<file path="config.mk">
export PLATFORM = sky130hd
export DESIGN_NAME = scroll_scheduler
export DESIGN_NICKNAME = d
export VERILOG_FILES = /design/src/rtl/scroll_scheduler.sv
export SDC_FILE = /design/constraint.sdc
export NUM_CORES = 1
export LEC_CHECK = 0
export ABC_AREA = 1
export CAP_MARGIN = 30
export CELL_PAD_IN_SITES_DETAIL_PLACEMENT = 1
export CELL_PAD_IN_SITES_GLOBAL_PLACEMENT = 2
export CORE_MARGIN = 3
export CORE_UTILIZATION = 33
export DETAILED_ROUTE_END_ITERATION = 6
export HOLD_SLACK_MARGIN = 0.05
export PLACE_DENSITY = 0.88
export SYNTH_ARGS = -nofsm -noshare
export SYNTH_HDL_FRONTEND = slang
export SYNTH_SLANG_ARGS = --single-unit
export TNS_END_PERCENT = 30
</file>
<file path="constraint.sdc">
create_clock -name clk -period 2 [get_ports clk]
set_input_delay 0.2 -clock clk [delete_from_list [all_inputs] [get_ports clk]]
set_output_delay 0.2 -clock clk [all_outputs]
set_load 0.01 [all_outputs]
</file>
<file path="src/rtl/scroll_scheduler.sv">
// Game-flow controller: gates frame ticks through an IDLE/RUN/PAUSED/OVER FSM into
// registered one-cycle scroll and lane move strobes, and counts scrolled rows.
module scroll_scheduler #(
    parameter int NUM_LANES   = 4,
    parameter int TICK_FRAMES = 2,
    parameter int MOVE_AMT    = 2,
    parameter int ROW_PX      = 32
) (
    input  logic                 clk,
    input  logic                 rst_n,
    input  logic                 frame_tick,
    input  logic                 start,
    input  logic                 pause,
    input  logic                 collide,
    input  logic [1:0]           level,
    output logic                 scroll_move,
    output logic [NUM_LANES-1:0] lane_move,
    output logic                 follower_reset,
    output logic [7:0]           row_count,
    output logic [1:0]           state
);

    localparam int FCW = (TICK_FRAMES > 1) ? $clog2(TICK_FRAMES) : 1;
    localparam int LCW = 3;
    localparam int PXW = (ROW_PX > 1) ? $clog2(ROW_PX) : 1;

    typedef enum logic [1:0] {
        IDLE   = 2'd0,
        RUN    = 2'd1,
        PAUSED = 2'd2,
        OVER   = 2'd3
    } state_t;

    state_t         cur;
    state_t         nxt;
    logic [FCW-1:0] frame_cnt;
    logic [LCW-1:0] lane_cnt  [NUM_LANES];
    logic [LCW-1:0] lane_last [NUM_LANES];
    logic [PXW-1:0] pix_acc;
    logic [PXW:0]   pix_sum;
    logic [1:0]     lvl;
    logic           qual;
    logic           scroll_due;

    always_comb begin
        nxt = cur;
        case (cur)
            IDLE:    if (start) nxt = RUN;
            RUN:     if (collide) nxt = OVER;
                     else if (pause) nxt = PAUSED;
            PAUSED:  if (collide) nxt = OVER;
                     else if (!pause) nxt = RUN;
            OVER:    if (start) nxt = IDLE;
            default: nxt = IDLE;
        endcase
    end

    // A tick only counts when play stays in RUN across this edge.
    assign qual       = frame_tick && (cur == RUN) && (nxt == RUN);
    assign scroll_due = qual && (frame_cnt == FCW'(TICK_FRAMES - 1));
    assign pix_sum    = {1'b0, pix_acc} + (PXW + 1)'(MOVE_AMT);
    assign state      = cur;

    // Last count value before a lane pulses: period - 1 = (i mod 4) + 3 - level.
    always_comb begin
        for (int unsigned i = 0; i < NUM_LANES; i++) begin
            lane_last[i] = LCW'(i % 4) + 3'd3 - {1'b0, lvl};
        end
    end

    always_ff @(posedge clk or negedge rst_n) begin
        if (!rst_n) begin
            cur            <= IDLE;
            follower_reset <= 1'b1;
            scroll_move    <= 1'b0;
            lane_move      <= '0;
            row_count      <= '0;
            frame_cnt      <= '0;
            pix_acc        <= '0;
            lvl            <= '0;
            for (int unsigned i = 0; i < NUM_LANES; i++) lane_cnt[i] <= '0;
        end else begin
            cur            <= nxt;
            follower_reset <= (nxt == IDLE);
            scroll_move    <= 1'b0;
            lane_move      <= '0;
            if (cur == IDLE && start) begin
                frame_cnt <= '0;
                pix_acc   <= '0;
                row_count <= '0;
                lvl       <= level;
                for (int unsigned i = 0; i < NUM_LANES; i++) lane_cnt[i] <= '0;
            end else if (qual) begin
                if (scroll_due) begin
                    scroll_move <= 1'b1;
                    frame_cnt   <= '0;
                    if (pix_sum >= (PXW + 1)'(ROW_PX)) begin
                        pix_acc <= '0;
                        if (row_count != 8'hFF) row_count <= row_count + 8'd1;
                    end else begin
                        pix_acc <= pix_sum[PXW-1:0];
                    end
                end else begin
                    frame_cnt <= frame_cnt + 1'b1;
                end
                for (int unsigned i = 0; i < NUM_LANES; i++) begin
                    if (lane_cnt[i] == lane_last[i]) begin
                        lane_move[i] <= 1'b1;
                        lane_cnt[i]  <= '0;
                    end else begin
                        lane_cnt[i]  <= lane_cnt[i] + 1'b1;
                    end
                end
            end
        end
    end

endmodule

</file>
==> out/results.ini <==
[status]
status = finished clean

[clock_network]
tritoncts = built
cts_buffer_depth = 2
clockRootBuffer = clkbuf_8
cts-buffers-inserted = 5
clk_pin_slew_ns = 0.07
htreeDepth = 2
clock-sinks = 35
clock_latency_ns = 0.28
ctsResizeCount = 0

[layout]
final_nets = 268
syn_to_final_growth_pct = 21.31
num_antenna_cells = 0
final-seq-area_sq_um = 877.1
multiInputGateArea_sq_um = 897.1
final_cell_area_sq_um = 2293
fillers = 651
drive_above_1_share = 0.1028

[global_routing]
grt_pass1_vias = 1643
grt_usage = 0.1541
grt_pass1_wl_microns = 7797
grt_max_degree = 36
antenna_found_initial = 0
overflow = 0

[floorplanning]
pin_count = 24
row_count = 26
start_util = 0.3544
die_area_sq_um = 6673
die_y_microns = 81.69
coreArea_sq_um = 5335
die_x_microns = 81.69

[sta]
tns_ns = 0
drv_slew = 0
worst_pin_slew_ns = 0.7826
fin_crit_sh = 0.7997
relSlewSlack = 0.4783
finalClockSkew_ns = 0.005284
finalCriticalPeriod_ns = 1.599
rsz0062_at_grt = no
hold_viol_final = 0
setup_viol = 0
max_freq_mhz = 625.2

[detailed_routing]
drc = 0
drt_iter0_drc = 70
wl_per_cell_microns = 13.29
via_per_inst = 4.780
vias = 1544
totalWireLength_microns = 4292
firstDrtPassIters = 4
ant_nets = 0

[logic_synthesis]
synthCells = 223
synth_area_per_cell_sq_um = 8.478
synth_area_leaders = dfrtp_1 (45%), nand2_1 (10%), nand3_1 (9.5%)
ys_types = 27
yosys.area.top_type_share = 0.4500
syn-cell-area_sq_um = 1891
ys_seq_area_frac = 0.4639
yosys_warnings = 0
synth-seq-cells = 35
syn_nets = 239
yosys.area.top_type = dfrtp_1

[worst_setup_path]
critPathTopFamily = simple AND/OR/NAND/NOR gates
max_stage_delay_ns = 0.44
end_kind = flip-flop
critPathLaunchType = flip-flop
worst-path-buf-inv = 1
cp_max_fo = 14
critical_path.cell_chain = nor2_2 -> nand2_2 -> nand3b_1 -> nand2_1 -> inv_2 -> nand2_2 -> nand2_1 -> nand2_1
r2r_cells = 8
cp.required_ns = 2.18
startpoint = state[0]$_DFF_PN0_
crit_path_end = row_count[3]$_DFFE_PN0P_
r2r_setup_slack_ns = 0.40
crit_top_cell = nand2_1
cpMaxStageDelayCell = dfrtp_1
r2r-start = state[0]$_DFF_PN0_
worst-setup-path-type = flip-flop to flip-flop
critPathArrivalTime_ns = 1.78
path_depth = 8
reg2reg_to = row_count[3]$_DFFE_PN0P_

[place]
port_buffers = 23
dpl_cell_area_sq_um = 2192
hpwl_microns = 3119
place_congestion = 0.7650

[pwr]
leakage_nw = 1.171
power.density_nw_per_um2 = 1150
peakVddDrop_uv = 363.3

[flow_run]
cap_viol_max_count = 0

[worst_hold_path]
hp-class = input port to flip-flop

==> layout by cell type, fill, tap and decap left out <==
cell             netlist  routed
clkdlybuf4s50_1        0      22
nand2_2                4       4
a21oi_1                4       4
dfrtp_1               34      34
o21bai_1               2       2
o211ai_1               1       1
o21ai_1                3       3
nor2_1                18      18
ha_1                   8       8
nand4_1                4       4
nor2_2                 3       3
clkbuf_8               0       6
o21ai_2                1       1
dfstp_2                1       1
o21a_1                 1       1
nand2_1               51      51
inv_1                 17      17
nand3b_1               1       1
clkbuf_1               0       1
o21ai_0                5       5
nand3_2                1       1
xnor2_1                5       5
buf_2                  3       1
inv_2                  3       3
dlygate4sd3_1          0       1
buf_4                  2       4
or2_1                  1       1
nand3_1               36      36
clkinv_2               0       1
nand3_4                1       1
xor2_1                12      12
==> flip-flops by register name, summed over array words and instances (netlist names) <==
register / flops
lane_move: 4
lvl: 2
lane_cnt: 12
row_count: 8
scroll_move: 1
state: 2
frame_cnt: 1
pix_acc: 4
follower_reset: 1
==> per-stage QoR <==
stage / hold slack (ns) / power (mW) / utilization / instances / worst slack (ns)
floorplan: -0.09559 / 1.794 / - / 223 / 0.5849
global placement: 0.3271 / 2.085 / 0.4109 / 314 / 0.3594
detailed placement: 0.3348 / 2.125 / 0.4109 / 314 / 0.3072
CTS: 0.4795 / 2.680 / 0.4299 / 323 / 0.3856
global route: 0.5622 / 2.883 / 0.4299 / 323 / 0.1995
finish: 0.4888 / 2.637 / 0.4299 / 323 / 0.4006
==> worst min-delay path, cell delays in order <==
cell,delay (ns)
clkdlybuf4s50_1,0.40
nand2_1,0.06
o21ai_0,0.07
==> worst min path at each step <==
stage          startpoint                     end  slack, ns  cells after the start
3_5_place_dp        rst_n  pix_acc[1]$_DFFE_PN0P_       0.33                      1
4_1_cts          level[1]      lvl[1]$_DFFE_PN0P_       0.48                      3
5_1_grt          level[1]      lvl[1]$_DFFE_PN0P_       0.56                      3
6_report         level[1]      lvl[1]$_DFFE_PN0P_       0.49                      3
2_1_floorplan       rst_n   frame_cnt$_DFFE_PN0P_       -0.1                      0
3_3_place_gp        rst_n   scroll_move$_DFF_PN0_       0.33                      1
==> synth_stat cells <==
| cell type | number |
|---|---|
| nand2_2 | 4 |
| xor2_1 | 12 |
| nand3_4 | 1 |
| nand3b_1 | 1 |
| or2_1 | 1 |
| nor2_1 | 18 |
| nand3_1 | 36 |
| buf_4 | 2 |
| o21a_1 | 1 |
| o21ai_1 | 3 |
| buf_2 | 3 |
| nor2_2 | 3 |
| xnor2_1 | 5 |
| dfstp_2 | 1 |
| nand3_2 | 1 |
| inv_1 | 17 |
| o211ai_1 | 1 |
| nand4_1 | 4 |
| buf_6 | 1 |
| inv_2 | 3 |
| ha_1 | 8 |
| o21bai_1 | 2 |
| o21ai_0 | 5 |
| a21oi_1 | 4 |
| o21ai_2 | 1 |
| nand2_1 | 51 |
| dfrtp_1 | 34 |
==> kinds of logic (layout without fill, tap and decap cells) <==
group,Yosys count,count (layout),synth area share
fa+ha+maj,8,8,0.05295
xor+xnor,17,17,0.07875
buf+inv,26,56,0.06154
flops,35,35,0.4639
simple gates,120,120,0.2905
compound gates,17,17,0.05228
==> final cells by class <==
| type | count | share of cell area |
|---|---|---|
| Timing Repair Buffer | 28 | 0.1157 |
| Clock inverter | 1 | 0.002182 |
| Multi-Input combinational cell | 162 | 0.3912 |
| Tap cell | 70 | 0.03819 |
| Sequential cell | 35 | 0.3824 |
| Clock buffer | 7 | 0.03764 |
| Inverter | 20 | 0.03273 |
==> routing by layer <==
metal	vias to the layer above	GRT usage	part of all wire	wire (microns)
li1	776	-	-	-
met1	740	0.2081	0.49	2120
met2	22	0.2410	0.46	1977
met3	6	0.03618	0.030	129
met4	0	0.05482	0.015	64
met5	-	0	0	0
==> report_power, final <==
part / internal, mW / switching (mW)
logic: 0.440 / 0.584
registers: 0.891 / 0.191
clock network: 0.278 / 0.254
==> timing repair <==
item                                   4_1_cts  5_1_grt
hold buffers                                 1        0
buffers inserted                             0        0
endpoints found under the hold margin       34        0
setup endpoints to repair                    0        0
No activity file was read; power rests on OpenSTA's default activity.
